**config.mk**
```make
export PLATFORM = sky130hd
export DESIGN_NAME = led_pwm_dimmer_flat
export DESIGN_NICKNAME = d
export VERILOG_FILES = /design/src/rtl/led_pwm_dimmer_if.sv /design/src/rtl/led_pwm_dimmer.sv /design/src/flat_wrapper.sv
export SDC_FILE = /design/constraint.sdc
export NUM_CORES = 1
export LEC_CHECK = 0
export ABC_AREA = 1
export BUFFER_PORTS_ARGS = -buffer_cell sky130_fd_sc_hd__clkbuf_2
export CORE_ASPECT_RATIO = 0.75
export CORE_MARGIN = 3
export CORE_UTILIZATION = 40
export DETAILED_ROUTE_END_ITERATION = 12
export GPL_ROUTABILITY_DRIVEN = 1
export SLEW_MARGIN = 5
export SYNTH_ARGS = -nofsm -noshare
export SYNTH_HDL_FRONTEND = slang
export SYNTH_SLANG_ARGS = --single-unit
```
**constraint.sdc**
```tcl
create_clock -name clk -period 3.6 [get_ports clk]
set_input_delay 0.36 -clock clk [delete_from_list [all_inputs] [get_ports clk]]
set_output_delay 0.36 -clock clk [all_outputs]
set_load 0.005 [all_outputs]
```
**src/rtl/led_pwm_dimmer_if.sv**
```systemverilog
// Host-side bundle for the LED PWM dimmer: divider tick, duty/mode
// controls in, PWM drive and debug observables out.
interface led_pwm_dimmer_if #(
    parameter int WIDTH = 8
);
    logic             tick;
    logic             mode;
    logic [WIDTH-1:0] duty_in;
    logic             duty_load;
    logic             pwm_out;
    logic [WIDTH-1:0] duty_cur;
    logic             period_end;
    logic [2:0]       state;

    modport master (
        output tick, mode, duty_in, duty_load,
        input  pwm_out, duty_cur, period_end, state
    );

    modport slave (
        input  tick, mode, duty_in, duty_load,
        output pwm_out, duty_cur, period_end, state
    );
endinterface

```
**src/rtl/led_pwm_dimmer.sv**
```systemverilog
// PWM LED dimmer. A free-running WIDTH-bit counter advances on each divider
// tick; the LED is on while cnt < duty. The applied duty only changes at the
// period wrap, either from the host shadow (manual) or from a breathe ramp
// that climbs, holds at full, falls, holds at zero and repeats.
module led_pwm_dimmer #(
    parameter int WIDTH        = 8,
    parameter int STEP_PERIODS = 4,
    parameter int HOLD_PERIODS = 16
) (
    input  logic             clk,
    input  logic             rst,
    led_pwm_dimmer_if.slave  bus
);
    typedef enum logic [2:0] {
        MANUAL  = 3'd0,
        UP      = 3'd1,
        HOLD_HI = 3'd2,
        DOWN    = 3'd3,
        HOLD_LO = 3'd4
    } state_t;

    // Period counter must hold the larger of the two dwell counts.
    localparam int MAXP = (STEP_PERIODS > HOLD_PERIODS) ? STEP_PERIODS : HOLD_PERIODS;
    localparam int SW   = $clog2(MAXP + 1);

    localparam logic [SW-1:0]    STEP_LAST = SW'(STEP_PERIODS - 1);
    localparam logic [SW-1:0]    HOLD_LAST = SW'(HOLD_PERIODS - 1);
    localparam logic [WIDTH-1:0] DMAX      = '1;
    localparam logic [WIDTH-1:0] DMAX_M1   = DMAX - 1'b1;
    localparam logic [WIDTH-1:0] DONE      = WIDTH'(1);

    logic [WIDTH-1:0] cnt_q, cnt_d;
    logic [WIDTH-1:0] duty_q, duty_d;
    logic [WIDTH-1:0] shadow_q, shadow_d;
    logic [SW-1:0]    step_q, step_d;
    state_t           state_q, state_d;
    logic             period_end;

    assign period_end = bus.tick && (cnt_q == DMAX);

    // Next-state: counter, shadow capture and all boundary-time duty/FSM updates.
    always_comb begin
        cnt_d    = cnt_q;
        duty_d   = duty_q;
        shadow_d = shadow_q;
        step_d   = step_q;
        state_d  = state_q;

        if (bus.tick)
            cnt_d = cnt_q + 1'b1;

        // Host loads are only meaningful while the host owns the duty.
        if (state_q == MANUAL && bus.duty_load)
            shadow_d = bus.duty_in;

        if (period_end) begin
            if (state_q == MANUAL) begin
                // A load landing on the wrap edge itself beats the shadow.
                duty_d = bus.duty_load ? bus.duty_in : shadow_q;
                if (bus.mode) begin
                    state_d = UP;
                    step_d  = '0;
                end
            end else if (!bus.mode) begin
                // Leaving breathe freezes the level and seeds the shadow with it
                // so the next manual boundary does not jump.
                state_d  = MANUAL;
                shadow_d = duty_q;
                step_d   = '0;
            end else begin
                case (state_q)
                    UP: begin
                        if (duty_q == DMAX) begin
                            state_d = HOLD_HI;
                            step_d  = '0;
                        end else if (step_q == STEP_LAST) begin
                            duty_d = duty_q + DONE;
                            step_d = '0;
                            if (duty_q == DMAX_M1)
                                state_d = HOLD_HI;
                        end else begin
                            step_d = step_q + 1'b1;
                        end
                    end
                    HOLD_HI: begin
                        if (step_q == HOLD_LAST) begin
                            state_d = DOWN;
                            step_d  = '0;
                        end else begin
                            step_d = step_q + 1'b1;
                        end
                    end
                    DOWN: begin
                        if (duty_q == '0) begin
                            state_d = HOLD_LO;
                            step_d  = '0;
                        end else if (step_q == STEP_LAST) begin
                            duty_d = duty_q - DONE;
                            step_d = '0;
                            if (duty_q == DONE)
                                state_d = HOLD_LO;
                        end else begin
                            step_d = step_q + 1'b1;
                        end
                    end
                    HOLD_LO: begin
                        if (step_q == HOLD_LAST) begin
                            state_d = UP;
                            step_d  = '0;
                        end else begin
                            step_d = step_q + 1'b1;
                        end
                    end
                    default: begin
                        state_d = MANUAL;
                        step_d  = '0;
                    end
                endcase
            end
        end
    end

    // State registers; reset drops the LED and returns to manual at once.
    always_ff @(posedge clk or posedge rst) begin
        if (rst) begin
            cnt_q    <= '0;
            duty_q   <= '0;
            shadow_q <= '0;
            step_q   <= '0;
            state_q  <= MANUAL;
        end else begin
            cnt_q    <= cnt_d;
            duty_q   <= duty_d;
            shadow_q <= shadow_d;
            step_q   <= step_d;
            state_q  <= state_d;
        end
    end

    // Drive is a pure compare of registers, so it cannot glitch mid-period.
    assign bus.pwm_out    = (cnt_q < duty_q);
    assign bus.duty_cur   = duty_q;
    assign bus.period_end = period_end;
    assign bus.state      = state_q;
endmodule
```
**src/flat_wrapper.sv**
```systemverilog
// flat-port wrapper written by rule: the top's interface ports become plain ports
module led_pwm_dimmer_flat 
#(
    parameter int WIDTH        = 8,
    parameter int STEP_PERIODS = 4,
    parameter int HOLD_PERIODS = 16
)
  (clk, rst, bus_tick, bus_mode, bus_duty_in, bus_duty_load, bus_pwm_out, bus_duty_cur, bus_period_end, bus_state);
  led_pwm_dimmer_if #(.WIDTH(WIDTH)) bus_i ();
  input  logic clk;
  input  logic rst;
  input wire logic [$bits(bus_i.tick)-1:0] bus_tick;
  input wire logic [$bits(bus_i.mode)-1:0] bus_mode;
  input wire logic [$bits(bus_i.duty_in)-1:0] bus_duty_in;
  input wire logic [$bits(bus_i.duty_load)-1:0] bus_duty_load;
  output wire logic [$bits(bus_i.pwm_out)-1:0] bus_pwm_out;
  output wire logic [$bits(bus_i.duty_cur)-1:0] bus_duty_cur;
  output wire logic [$bits(bus_i.period_end)-1:0] bus_period_end;
  output wire logic [$bits(bus_i.state)-1:0] bus_state;
  assign bus_i.tick = bus_tick;
  assign bus_i.mode = bus_mode;
  assign bus_i.duty_in = bus_duty_in;
  assign bus_i.duty_load = bus_duty_load;
  assign bus_pwm_out = bus_i.pwm_out;
  assign bus_duty_cur = bus_i.duty_cur;
  assign bus_period_end = bus_i.period_end;
  assign bus_state = bus_i.state;
  led_pwm_dimmer #(.WIDTH(WIDTH), .STEP_PERIODS(STEP_PERIODS), .HOLD_PERIODS(HOLD_PERIODS)) u_core (.clk(clk), .rst(rst), .bus(bus_i));
endmodule
```
# --- Word level (Yosys, flattened, before mapping) ---
# Cells that the tools add are included.
word_totals:
  input_bits: 13
  regBits: 32
  wordCells: 73
classes:
  eq_ne: 21
  reduce_logical: 10
  mux: 32
  n_lt_le_gt_ge: 1
  n_addsub: 4
ops:
  columns: ["operator", "count"]
  rows:
  - ["$mux 8", 11]
  - ["$mux 5", 7]
  - ["$mux 3", 11]
  - ["$eq 8x8->1 const B", 3]
  - ["$ne 5x2->1 const B", 4]
  - ["$add 8x1->8 const B", 2]
  - ["$pmux 8 s2", 1]
  - ["$pmux 5 s3", 1]
  - ["$pmux 3 s4", 1]
  - ["$eq 8x1->1 const B", 1]
  - ["$logic_not 8->1", 1]
  - ["$lt 8x8->1", 1]
  - ["$ne 4x2->1 const B", 2]
  - ["$reduce_and 8->1", 1]
  - ["$sub 8x1->8 const B", 1]
  - ["$reduce_and 7->1", 1]
  - ["$eq 3x2->1 const B", 2]
  - ["$ne 3x1->1 const B", 2]
  - ["$ne 3x2->1 const B", 2]
  - ["$add 5x1->5 const B", 1]
  - ["$eq 5x2->1 const B", 1]
  - ["$eq 5x4->1 const B", 1]
  - ["$eq 3x1->1 const B", 1]
  - ["$eq 3x3->1 const B", 1]
  - ["7 further kinds", 8]

# --- Longest topological paths before layout ---
depth:
  ltp_word: 7
  mapped_depth: 13
  ltp_nobuf: 13

# --- Least setup slack after synthesis ---
# OpenSTA, ideal clock, no wires.
synth_timing:
  kind: "reg-to-output"
  startpoint: "register u_core.duty_q[1], in the netlist u_core.bus.duty_cur[1]"
  endpoint: "output bus_pwm_out"
  arrival_ps: 1268
  path_slack_ps: 1972
  n_path_buf: 0
  path_stages_with_launch: 7
  cell_sequence: "dfrtp_1 inv_1 ha_1 o21a_1 o211ai_1 nand2_1 a21oi_1"
synth_between:
  elab_chain_cells: 1
synth_lines:
  columns: ["item", "line", "source"]
  rows:
  - ["start, declared", "led_pwm_dimmer.sv:33", "logic [WIDTH-1:0] duty_q, duty_d;"]
  - ["start signal, assigned", "led_pwm_dimmer.sv:133", "duty_q <= duty_d;"]
  - ["$lt 8x8->1", "led_pwm_dimmer.sv:141", "assign bus.pwm_out = (cnt_q < duty_q);"]
  - ["end, declared", "flat_wrapper.sv:16", "output wire logic [$bits(bus_i.pwm_out)-1:0] bus_pwm_out;"]
# Every way passes these cells.

# --- Final worst setup path ---
# Ends and elaborated chain as after synthesis.

==> flow_metrics.tcl <==
set metrics [dict create \
    timing.fmax_ghz 0.453 \
    grt_max_degree 33 \
    port_buffers 25 \
    synth.distinct_cells 27 \
    grt_pass1_vias 2306 \
    synth_area_leaders "dfrtp_1, nand2_1, ha_1" \
    syn_to_final_growth_pct 12.2 \
    crit_slowest_cell "dfrtp_1" \
    h-tree-depth 2 \
    synth-compound-area-share_pct 10.8 \
    dp_hpwl_um 4880 \
    finalCritPeriodShare_pct 61.3 \
    drcViolationCount 0 \
    tns_ns 0 \
    final_cell_count_no_fill 476 \
    coreArea_um2 5920 \
    overflow 0 \
    cp_data_required_time_ns 3.24 \
    synth_warnings 0 \
    hp-class "input pin to async pin" \
    synth-edff-count 0 \
    synthAdderAreaFrac_pct 7.54 \
    synth_top_area_share_pct 32.2 \
    regArea_um2 801 \
    final-max-slew-violation-count 0 \
    crit_type "flip-flop to primary output" \
    cts.sinks 32 \
    hold_viol 0 \
    routedWlPerCell_um 13.5 \
    synth_xor_area_share_pct 3.17 \
    cts_setup_buffers 0 \
    drt-pass1-iter-count 4 \
    drv_cap 0 \
    cp_slowest_stage_delay_ns 0.47 \
    ys.flop_type "dfrtp_1" \
    max-slew-margin-rel_pct 38.9 \
    r2r_end "u_core.bus.duty_cur[7]" \
    antenna_found_initial 0 \
    start_util_pct 42.1 \
    async_flop_share_pct 100 \
    track_usage_pct 19.0 \
    drive_above_1_share_pct 10.6 \
    ys_ff_latch 32 \
    antennaDiodeCount 0 \
    setup_violations 0 \
    synthSimpleGateAreaFrac_pct 37.1 \
    reg2reg_from "u_core.bus.state[0]" \
    antenna_left 0 \
    cts_tree "yes" \
    p_per_area_nw_per_um2 369 \
    gp_congestion 0.869 \
    dp.cells 468 \
    clockBufferDepth 2 \
    drt-vias-per-instance 5.02 \
    cts_hold_buf 0 \
    cp_cell_sequence "inv_1 > ha_1 > o21a_1 > o211ai_1 > nand2_1 > a21oi_1 > clkbuf_2" \
    drt-total-wl_um 6430 \
    fin_skew_ns 0.00650 \
    multi_input_area_um2 1470 \
    start_kind "flip-flop" \
    ff2ff_path_depth 10 \
    synth.most_common_cell "nand2_1" \
    path_max_fanout 7 \
    synth.mux.area_fraction_pct 0.452 \
    ys_seq_area_share_pct 32.2 \
    synth_largest_area_cell "dfrtp_1" \
    io_pins 26 \
    die_width_um 97.1 \
    grt_pass1_wl_um 11100 \
    syn_area_per_cell_um2 6.69 \
    crit_arrival_ns 1.85 \
    drt_iter0_markers 117 \
    cts-root-buf "clkbuf_8" \
    die_h_um 74.3 \
    die-area_um2 7210 \
    nNetsFinal 425 \
    worst_slew_pin_slew_ns 0.913 \
    netlist_area_um2 2490 \
    num_vias 2390 \
    final.fill_count 625 \
    grt_setup_unrepaired "no" \
    vdd_ir_drop_max_v 0.000321 \
    rows 24 \
    crit_start "u_core.bus.duty_cur[1]" \
    endpoint_kind "primary output" \
    synth_top_cells_by_count "nand2_1, inv_1, nor2_1" \
    status "finished, final reports clean" \
    synth_top_family_by_area "simple AND/OR/NAND/NOR gates" \
    cts_resized 0 \
    reg2reg_slack_ns 1.39 \
    critPathCapture "bus_pwm_out" \
    synth_cells 372 \
    cts_inserted_buffers 5 \
    fin_crit_ns 2.21 \
    clk_pin_slew_ns 0.07 \
    total_power_w 0.00103 \
    synth_nets 400 \
    leakage_nw 1.46 \
    clock_latency_ns 0.29 \
]
-- critical path, delay by kind of cell (launching register included) --
kind	cells	cell delay, ns
AO/OA/AOI/OAI	3	0.41
flip-flops	1	0.47
buffers and inverters	2	0.30
adder cells (fa/ha/maj)	1	0.32
AND/OR/NAND/NOR	1	0.07
-- metal layers --
layer	track usage (%)	wire length, µm	vias to the layer above
met1	26.5	3320	1094
met4	4.36	42	0
met3	3.56	264	4
met2	31.1	2810	41
met5	0	0	-
li1	-	-	1251
-- power by group --
part / leakage [nW] / internal (W) / total [W] / switching [W]
registers: 0.384 / 0.000406 / 0.000462 / 0.0000560
logic: 1.01 / 0.0000842 / 0.000178 / 0.0000942
clock network: 0.0645 / 0.000244 / 0.000390 / 0.000146
total: 1.46 / 0.000735 / 0.00103 / 0.000296
-- through the flow --
| stage | hold slack [ns] | worst slack (ns) | instance area [µm²] | utilization, % |
|---|---|---|---|---|
| floorplan | 0.451 | 1.97 | 2490 | - |
| global placement | 0.460 | 1.44 | 2670 | 45.1 |
| detailed placement | 0.463 | 1.39 | 2670 | 45.1 |
| CTS | 0.155 | 1.37 | 2790 | 47.2 |
| global route | 0.195 | 1.11 | 2790 | 47.2 |
| finish | 0.135 | 1.39 | 2790 | 47.2 |
-- registers in the layout, summed over array words and instances, names as in the netlist --
signal and cells:
u_core.bus.duty_cur 8, u_core.shadow_q 8, u_core.bus.state 3, u_core.cnt_q 8
u_core.step_q 5
-- layout by cell type, fill, tap and decap left out --
cell type | synthesis | layout
nor3_4 | 1 | 1
bufinv_16 | 0 | 1
buf_4 | 3 | 1
o21a_1 | 1 | 1
a21oi_1 | 6 | 6
nand4_1 | 10 | 10
o21ai_0 | 30 | 30
inv_1 | 44 | 44
o211ai_1 | 1 | 1
and2_1 | 1 | 1
nor2_4 | 2 | 2
nand2_2 | 2 | 2
nor2_2 | 1 | 1
mux2_2 | 1 | 1
xor2_1 | 6 | 6
clkbuf_2 | 0 | 25
nand2_1 | 122 | 122
nor2_1 | 40 | 40
xnor2_1 | 3 | 3
nor3_1 | 1 | 1
o31ai_1 | 4 | 4
nand3b_1 | 1 | 1
a21oi_2 | 1 | 1
ha_1 | 15 | 15
nand3_1 | 35 | 35
clkbuf_8 | 0 | 7
dfrtp_1 | 32 | 32
o221ai_1 | 4 | 4
-- kinds of logic (layout without fill, tap and decap cells) --
family	count (synthesis)	count (layout)
muxes	1	1
buffers and inverters	52	78
xor gates and xnor gates	9	9
adders and majority gates	15	15
AOI/OAI and AO/OA	47	47
DFF	32	32
and+or+nand+nor	216	216
-- final cells by class --
type                       instances  area share [%]
clock buffer                       7            3.45
clock inverter                     1            1.08
multi-input combinational        288            52.6
tap                               78            3.50
inverter                          44            5.92
sequential                        32            28.7
timing repair buffer              26            4.75
-- how the worst min path moves through the flow --
stage | endpoint | start | slack, ns
2_1_floorplan | u_core.cnt_q[0] | bus_tick | 0.45
3_3_place_gp | u_core.cnt_q[1] | rst | 0.46
3_5_place_dp | u_core.cnt_q[1] | rst | 0.46
4_1_cts | u_core.cnt_q[4] | rst | 0.15
5_1_grt | u_core.cnt_q[1] | rst | 0.20
6_report | u_core.cnt_q[4] | rst | 0.14
(Power assumes the default switching activity.)
